$ cat src/rtl/booth_pkg.sv
// booth_pkg: shared types and constants for the radix-2 Booth multiplier
// control slice.
//   state_e     - controller state encoding (IDLE, LOAD, ADD, SHIFT, DONE)
//   SEL_ADD/SUB - add/sub unit select encodings driven on the sel port
//   BOOTH_WIDTH - default operand width (number of Booth iterations)
// Optional feature macro used by this slice: BOOTH_SKIP_IDLE_ITER_EN
`timescale 1ns/1ps
package booth_pkg;

  localparam int BOOTH_WIDTH = 4;

  localparam logic SEL_ADD = 1'b0;
  localparam logic SEL_SUB = 1'b1;

  typedef enum logic [2:0] {
    IDLE  = 3'd0,
    LOAD  = 3'd1,
    ADD   = 3'd2,
    SHIFT = 3'd3,
    DONE  = 3'd4
  } state_e;

endpackage

$ cat src/rtl/booth_iter_counter.sv
// booth_iter_counter: counts completed Booth iterations.
//   clk   - system clock, rising edge
//   rst   - synchronous active-high reset (count -> 0)
//   clear - synchronous clear (used in LOAD)
//   inc   - advance by one (asserted on the shift of each iteration)
//   last  - high while the count equals WIDTH-1, i.e. the current
//           iteration is the final one
`timescale 1ns/1ps
module booth_iter_counter
  import booth_pkg::*;
#(
  parameter int WIDTH = BOOTH_WIDTH,
  localparam int CNT_W = $clog2(WIDTH + 1)
) (
  input  logic clk,
  input  logic rst,
  input  logic clear,
  input  logic inc,
  output logic last
);

  localparam logic [CNT_W-1:0] LAST_CNT = CNT_W'(WIDTH - 1);
  localparam logic [CNT_W-1:0] CNT_ONE  = CNT_W'(1);

  logic [CNT_W-1:0] count_r;

  // Iteration count register: reset/clear take priority over increment.
  always_ff @(posedge clk) begin
    if (rst) begin
      count_r <= '0;
    end else if (clear) begin
      count_r <= '0;
    end else if (inc) begin
      count_r <= count_r + CNT_ONE;
    end else begin
      count_r <= count_r;
    end
  end

  assign last = (count_r == LAST_CNT);

endmodule

$ cat src/rtl/booth_control_unit.sv
// booth_control_unit: sequencing FSM for a radix-2 Booth multiplier datapath.
//   clk      - system clock, rising edge
//   rst      - synchronous active-high reset (aborts any operation)
//   start    - begin a multiplication; only honoured in IDLE
//   q0, q1   - datapath feedback: multiplier LSB and Q(-1)
//   load_a   - load multiplicand register        (LOAD only)
//   load_b   - load LQ with the multiplier       (LOAD only)
//   clr_acc  - clear HQ and Q(-1)                (LOAD only)
//   load_add - write add/sub result into HQ      (ADD, q0 != q1)
//   sel      - 0: HQ + M, 1: HQ - M
//   shift    - arithmetic right shift of {HQ, LQ, Q(-1)}
//   busy     - high from LOAD through the final shift
//   done     - one-cycle pulse, product valid on the datapath
// WIDTH must be >= 2.
// Optional macro BOOTH_SKIP_IDLE_ITER_EN: iterations with q0 == q1 shift
// directly from ADD instead of spending a cycle in SHIFT.
`timescale 1ns/1ps
module booth_control_unit
  import booth_pkg::*;
#(
  parameter int WIDTH = BOOTH_WIDTH,
  localparam int CNT_W = $clog2(WIDTH + 1)
) (
  input  logic clk,
  input  logic rst,
  input  logic start,
  input  logic q0,
  input  logic q1,
  output logic load_a,
  output logic load_b,
  output logic clr_acc,
  output logic load_add,
  output logic sel,
  output logic shift,
  output logic busy,
  output logic done
);

  state_e state_r;
  state_e next_state_s;
  logic   last_s;
  logic   skip_s;

  // An iteration with q0 == q1 needs no add/sub, only the shift.
`ifdef BOOTH_SKIP_IDLE_ITER_EN
  assign skip_s = (q0 == q1);
`else
  assign skip_s = 1'b0;
`endif

  booth_iter_counter #(
    .WIDTH (WIDTH)
  ) u_iter_counter (
    .clk   (clk),
    .rst   (rst),
    .clear (load_a),
    .inc   (shift),
    .last  (last_s)
  );

  // State register.
  always_ff @(posedge clk) begin
    if (rst) begin
      state_r <= IDLE;
    end else begin
      state_r <= next_state_s;
    end
  end

  // Next-state logic; start outside IDLE is deliberately ignored.
  always_comb begin
    next_state_s = state_r;
    case (state_r)
      IDLE: begin
        if (start) begin
          next_state_s = LOAD;
        end else begin
          next_state_s = IDLE;
        end
      end
      LOAD: begin
        next_state_s = ADD;
      end
      ADD: begin
        if (skip_s) begin
          // Shift already happened in this cycle; last refers to the
          // pre-increment count, so this was the final iteration.
          if (last_s) begin
            next_state_s = DONE;
          end else begin
            next_state_s = ADD;
          end
        end else begin
          next_state_s = SHIFT;
        end
      end
      SHIFT: begin
        if (last_s) begin
          next_state_s = DONE;
        end else begin
          next_state_s = ADD;
        end
      end
      DONE: begin
        next_state_s = IDLE;
      end
      default: begin
        next_state_s = IDLE;
      end
    endcase
  end

  // Output decode: Moore except load_add/sel, which follow {q0,q1} in ADD.
  always_comb begin
    load_a   = 1'b0;
    load_b   = 1'b0;
    clr_acc  = 1'b0;
    load_add = 1'b0;
    sel      = SEL_ADD;
    shift    = 1'b0;
    busy     = 1'b0;
    done     = 1'b0;
    case (state_r)
      IDLE: begin
        busy = 1'b0;
      end
      LOAD: begin
        load_a  = 1'b1;
        load_b  = 1'b1;
        clr_acc = 1'b1;
        busy    = 1'b1;
      end
      ADD: begin
        busy = 1'b1;
        case ({q0, q1})
          2'b10: begin
            load_add = 1'b1;
            sel      = SEL_SUB;
          end
          2'b01: begin
            load_add = 1'b1;
            sel      = SEL_ADD;
          end
          default: begin
            load_add = 1'b0;
            sel      = SEL_ADD;
            shift    = skip_s;
          end
        endcase
      end
      SHIFT: begin
        shift = 1'b1;
        busy  = 1'b1;
      end
      DONE: begin
        done = 1'b1;
      end
      default: begin
        busy = 1'b0;
      end
    endcase
  end

endmodule
$ cat config.mk
export PLATFORM = sky130hd
export DESIGN_NAME = booth_control_unit
export DESIGN_NICKNAME = d
export VERILOG_FILES = /design/src/rtl/booth_pkg.sv /design/src/rtl/booth_iter_counter.sv /design/src/rtl/booth_control_unit.sv
export SDC_FILE = /design/constraint.sdc
export NUM_CORES = 1
export LEC_CHECK = 0
export BUFFER_PORTS_ARGS = -buffer_cell sky130_fd_sc_hd__buf_4
export CAP_MARGIN = 0
export CORE_AREA = 3 3 40 42
export CTS_BUF_LIST = sky130_fd_sc_hd__clkbuf_8
export DETAILED_ROUTE_END_ITERATION = 12
export DIE_AREA = 0 0 43 45
export HOLD_SLACK_MARGIN = 0.02
export SLEW_MARGIN = 10
export SYNTH_ARGS = -nofsm -noshare
export SYNTH_HDL_FRONTEND = slang
export SYNTH_SLANG_ARGS = --single-unit
$ cat constraint.sdc
create_clock -name clk -period 1.6 [get_ports clk]
set_clock_uncertainty 0.1 [all_clocks]
set_input_delay 0.24 -clock clk [delete_from_list [all_inputs] [get_ports clk]]
set_output_delay 0.24 -clock clk [all_outputs]
set_load 0.01 [all_outputs]
Word-level counts from Yosys, hierarchy flattened
Cells that the tools add are included.
Word-level totals
  register bits: 6
  word-level logic and storage cells: 25
Operators by class
  reductions and logical operators: 4
  multiplexer cells: 11
  $add $sub $neg: 1
  equality and inequality tests: 7
Operators with widths (number)
  3-bit case mux with 4 select lines: 1
  3-bit by 2-bit equality test with 1-bit output, second input constant: 3
  1-bit two-way mux: 9
  2-bit OR reduction: 2
  3-bit by 1-bit adder with 3-bit output, second input constant: 1
  3-bit by 1-bit equality test with 1-bit output, second input constant: 1
  3-bit equality test, second input constant: 1
  3-bit zero test: 1
  3-bit two-way mux: 1
  3-bit OR reduction: 1
  2-bit by 1-bit equality test with 1-bit output, second input constant: 1
  2-bit equality test, second input constant: 1

Logic depth before layout (Yosys ltp)
  depth in word-level cells: 4
  gate-level depth with buffers: 4
  gate-level depth less buffers: 4

Modules after synthesis
A second synthesis with hierarchy kept.
Unflattened totals
  cells, all modules: 31
  area total of the unflattened synthesis: 321.6 sq um
By module, submodules not included
  booth_control_unit: times used 1, cells an instance 19, area an instance 175.2 sq um
  booth_iter_counter: times used 1, cells an instance 12, area an instance 146.4 sq um

Worst setup path after synthesis
Ideal clock, no wire load.
  path type: reg-to-output
  start point: register state_r[0]
  end point: output load_a
  data arrival time: 930 ps
  required time: 1260 ps
  path slack: 330 ps
  stages on the path, launching flop included: 4
  cells stage by stage: dfxtp_1 nand2b_1 nor2_1 buf_4
On the way
  longest elaborated chain between the ends: 2
Ends and longest elaborated chain
  start, declared: RTL line booth_control_unit.sv:39  | state_e state_r;
  start signal, assigned: RTL line booth_control_unit.sv:66  | state_r <= next_state_s;
  3-bit by 1-bit equality test with 1-bit output
  1-bit two-way mux
  end, declared: RTL line booth_control_unit.sv:29  | output logic load_a,
No other way between the ends.

Worst setup path in the final report
  start point: register state_r[2]
  end point: output shift
On the way
  longest elaborated chain between the ends: 2
Ends and longest elaborated chain
  3-bit by 2-bit equality test with 1-bit output: RTL line booth_control_unit.sv:123  | case (state_r)
  1-bit two-way mux
  end, declared: RTL line booth_control_unit.sv:34  | output logic shift,
No other way between the ends.

==> impl_metrics.tcl <==
set metrics [dict create \
    grt_antenna_before_repair 0 \
    cellPowerDensity_nw_per_um2 980 \
    clk_latency_ps 220 \
    die_y_um 45 \
    numClockSinks 6 \
    leakage_nw 0.210 \
    nets 62 \
    grt_max_degree 9 \
    htree_levels 1 \
    p_sw_w 0.000102 \
    dp.cells 64 \
    status "finished clean" \
    cap_violations 0 \
    hold_violations 0 \
    ctsHoldBuffers 0 \
    worst-path-max-fanout 7 \
    port_buffers 12 \
    slew_headroom 0.845 \
    vdd_drop_max_mv 0.396 \
    worst_slack_ps 94.3 \
    cts_tree "yes" \
    finalWirelength_um 618 \
    io_pins 13 \
    rsz0062_at_grt "no" \
    rows 13 \
    ys_seq_elements 6 \
    yosys-top-cells-area "dfxtp_1, ha_1, a21oi_1" \
    synth_cell_type_count 17 \
    yosysSeqAreaShare 0.368 \
    p_clk_frac 0.498 \
    setup_viol 0 \
    clk_pin_slew_ps 30 \
    finalCritPeriodShare 0.941 \
    synth_top_cell_by_area "dfxtp_1" \
    hp-class "in2reg" \
    switching_share 0.225 \
    setup-tns-final_ps 0 \
    layout_commonest_cell "buf_4" \
    grt-ovfl-total 0 \
    diodes 0 \
    min_period_ps 1510 \
    gp_congestion 0.692 \
    placed_area_um2 417 \
    instances_no_fill 67 \
    grt_first_pass_wirelength_um 1190 \
    area_growth_pct 41.4 \
    final_layout_size_suffix_gt1_frac 0.365 \
    dr.pass1.iters 2 \
    first_iter_violations 3 \
    cts_root_buf "clkbuf_8" \
    path_class "reg2out" \
    clock_path_buffers 2 \
    fmax_mhz 664 \
    worstSetupEndpointType "primary output" \
    wire_per_inst_um 9.22 \
    p_int_w 0.000350 \
    viasPerCell 4.52 \
    power_frac_seq 0.358 \
    synth_top_area_share 0.368 \
    tightest_slew_ps 231 \
    cp_data_arrival_time_ps 1170 \
    syn_area_um2 327 \
    ant_nets 0 \
    synth_warnings 0 \
    coreArea_um2 1280 \
    syn_nets 47 \
    fp.dieW_um 43 \
    post_cts_buffers 0 \
    most-common-layout-cells "buf_4, dfxtp_1, nand2_1" \
    drv_slew 0 \
    critical_path.startpoint_type "register" \
    cts_made_buffers 3 \
    dp_hpwl_um 484 \
    initial_core_util 0.254 \
    design_area_um2 462 \
    remaining_drc_errors 0 \
    required_ps 1260 \
    finalPower_w 0.000452 \
    nFillCells 131 \
    combinationalPowerShare 0.144 \
    place_ws_ps 306 \
    vias 303 \
    postSynthAreaPerCell_um2 8.37 \
    grtUsageTotal 0.0886 \
    syn_inst 39 \
    die-area_um2 1940 \
    grt_pass1_vias 278 \
]
## routing by layer
metal / global-route usage / vias to the layer above / share of wire
li1: - / 156 / -
met1: 0.0998 / 135 / 0.43
met2: 0.123 / 10 / 0.44
met3: 0.0478 / 2 / 0.11
met4: 0.0723 / 0 / 0.021
met5: 0 / - / 0
## kinds of logic after synthesis
| group | after synthesis | synth area share |
|---|---|---|
| adders and majority gates | 3 | 0.115 |
| and+or+nand+nor | 22 | 0.368 |
| DFF | 6 | 0.368 |
| buffers and inverters | 5 | 0.103 |
| AOI/OAI and AO/OA | 3 | 0.0460 |
## layout make-up
type	instances	area [um^2]	share of cell area
well taps	15	18.8	0.0407
repair buffers	13	97.6	0.211
multi-input cells	28	175	0.379
flip-flops and latches	6	121	0.263
clock buffers	3	41.3	0.0894
inverters	2	7.51	0.0163
## synth_stat cells (all sizes together)
| master | count |
|---|---|
| a21oi | 3 |
| and2 | 2 |
| and2b | 1 |
| and3 | 1 |
| buf | 3 |
| dfxtp | 6 |
| ha | 3 |
| inv | 2 |
| nand2 | 4 |
| nand2b | 2 |
| nand3 | 1 |
| nand3b | 2 |
| nor2 | 4 |
| nor3 | 2 |
| nor3b | 1 |
| nor4 | 2 |
## power by group through the flow
| stage | Sequential [W] | Combinational, W | Clock (W) |
|---|---|---|---|
| floorplan | 0.000162 | 0.0000398 | 0 |
| CTS | 0.000162 | 0.0000649 | 0.000234 |
| finish | 0.000162 | 0.0000649 | 0.000225 |
| global route | 0.000163 | 0.0000739 | 0.000246 |
| global placement | 0.000164 | 0.0000645 | 0 |
| detailed placement | 0.000164 | 0.0000648 | 0 |
## timing repair
action,CTS,global route
resized for setup,0,2
endpoints found under the hold margin,0,0
endpoints found under the setup margin,0,3
## through the flow
step / util / hold WS (ps)
2_1_floorplan: - / 209
4_1_cts: 0.356 / 119
3_3_place_gp: 0.324 / 341
5_1_grt: 0.359 / 132
6_report: 0.359 / 123
3_5_place_dp: 0.324 / 346
## worst max-delay path, cell delays in order (launching register included)
cell and delay, ps:
dfxtp_1 390, and2b_2 260, and2_1 150, buf_4 140
## state kept, by name (all words and copies together) (netlist names)
signal,count
state_r,3
u_iter_counter.count_r,3
## final timing paths
path	from	end	slack [ps]	cells after the start
max	state_r[2]	shift	90	3
min	rst	state_r[0]	120	2
max reg2reg	u_iter_counter.count_r[0]	state_r[1]	360	4
min reg2reg	u_iter_counter.count_r[2]	u_iter_counter.count_r[2]	350	2
No activity file was read; power rests on OpenSTA's default activity.
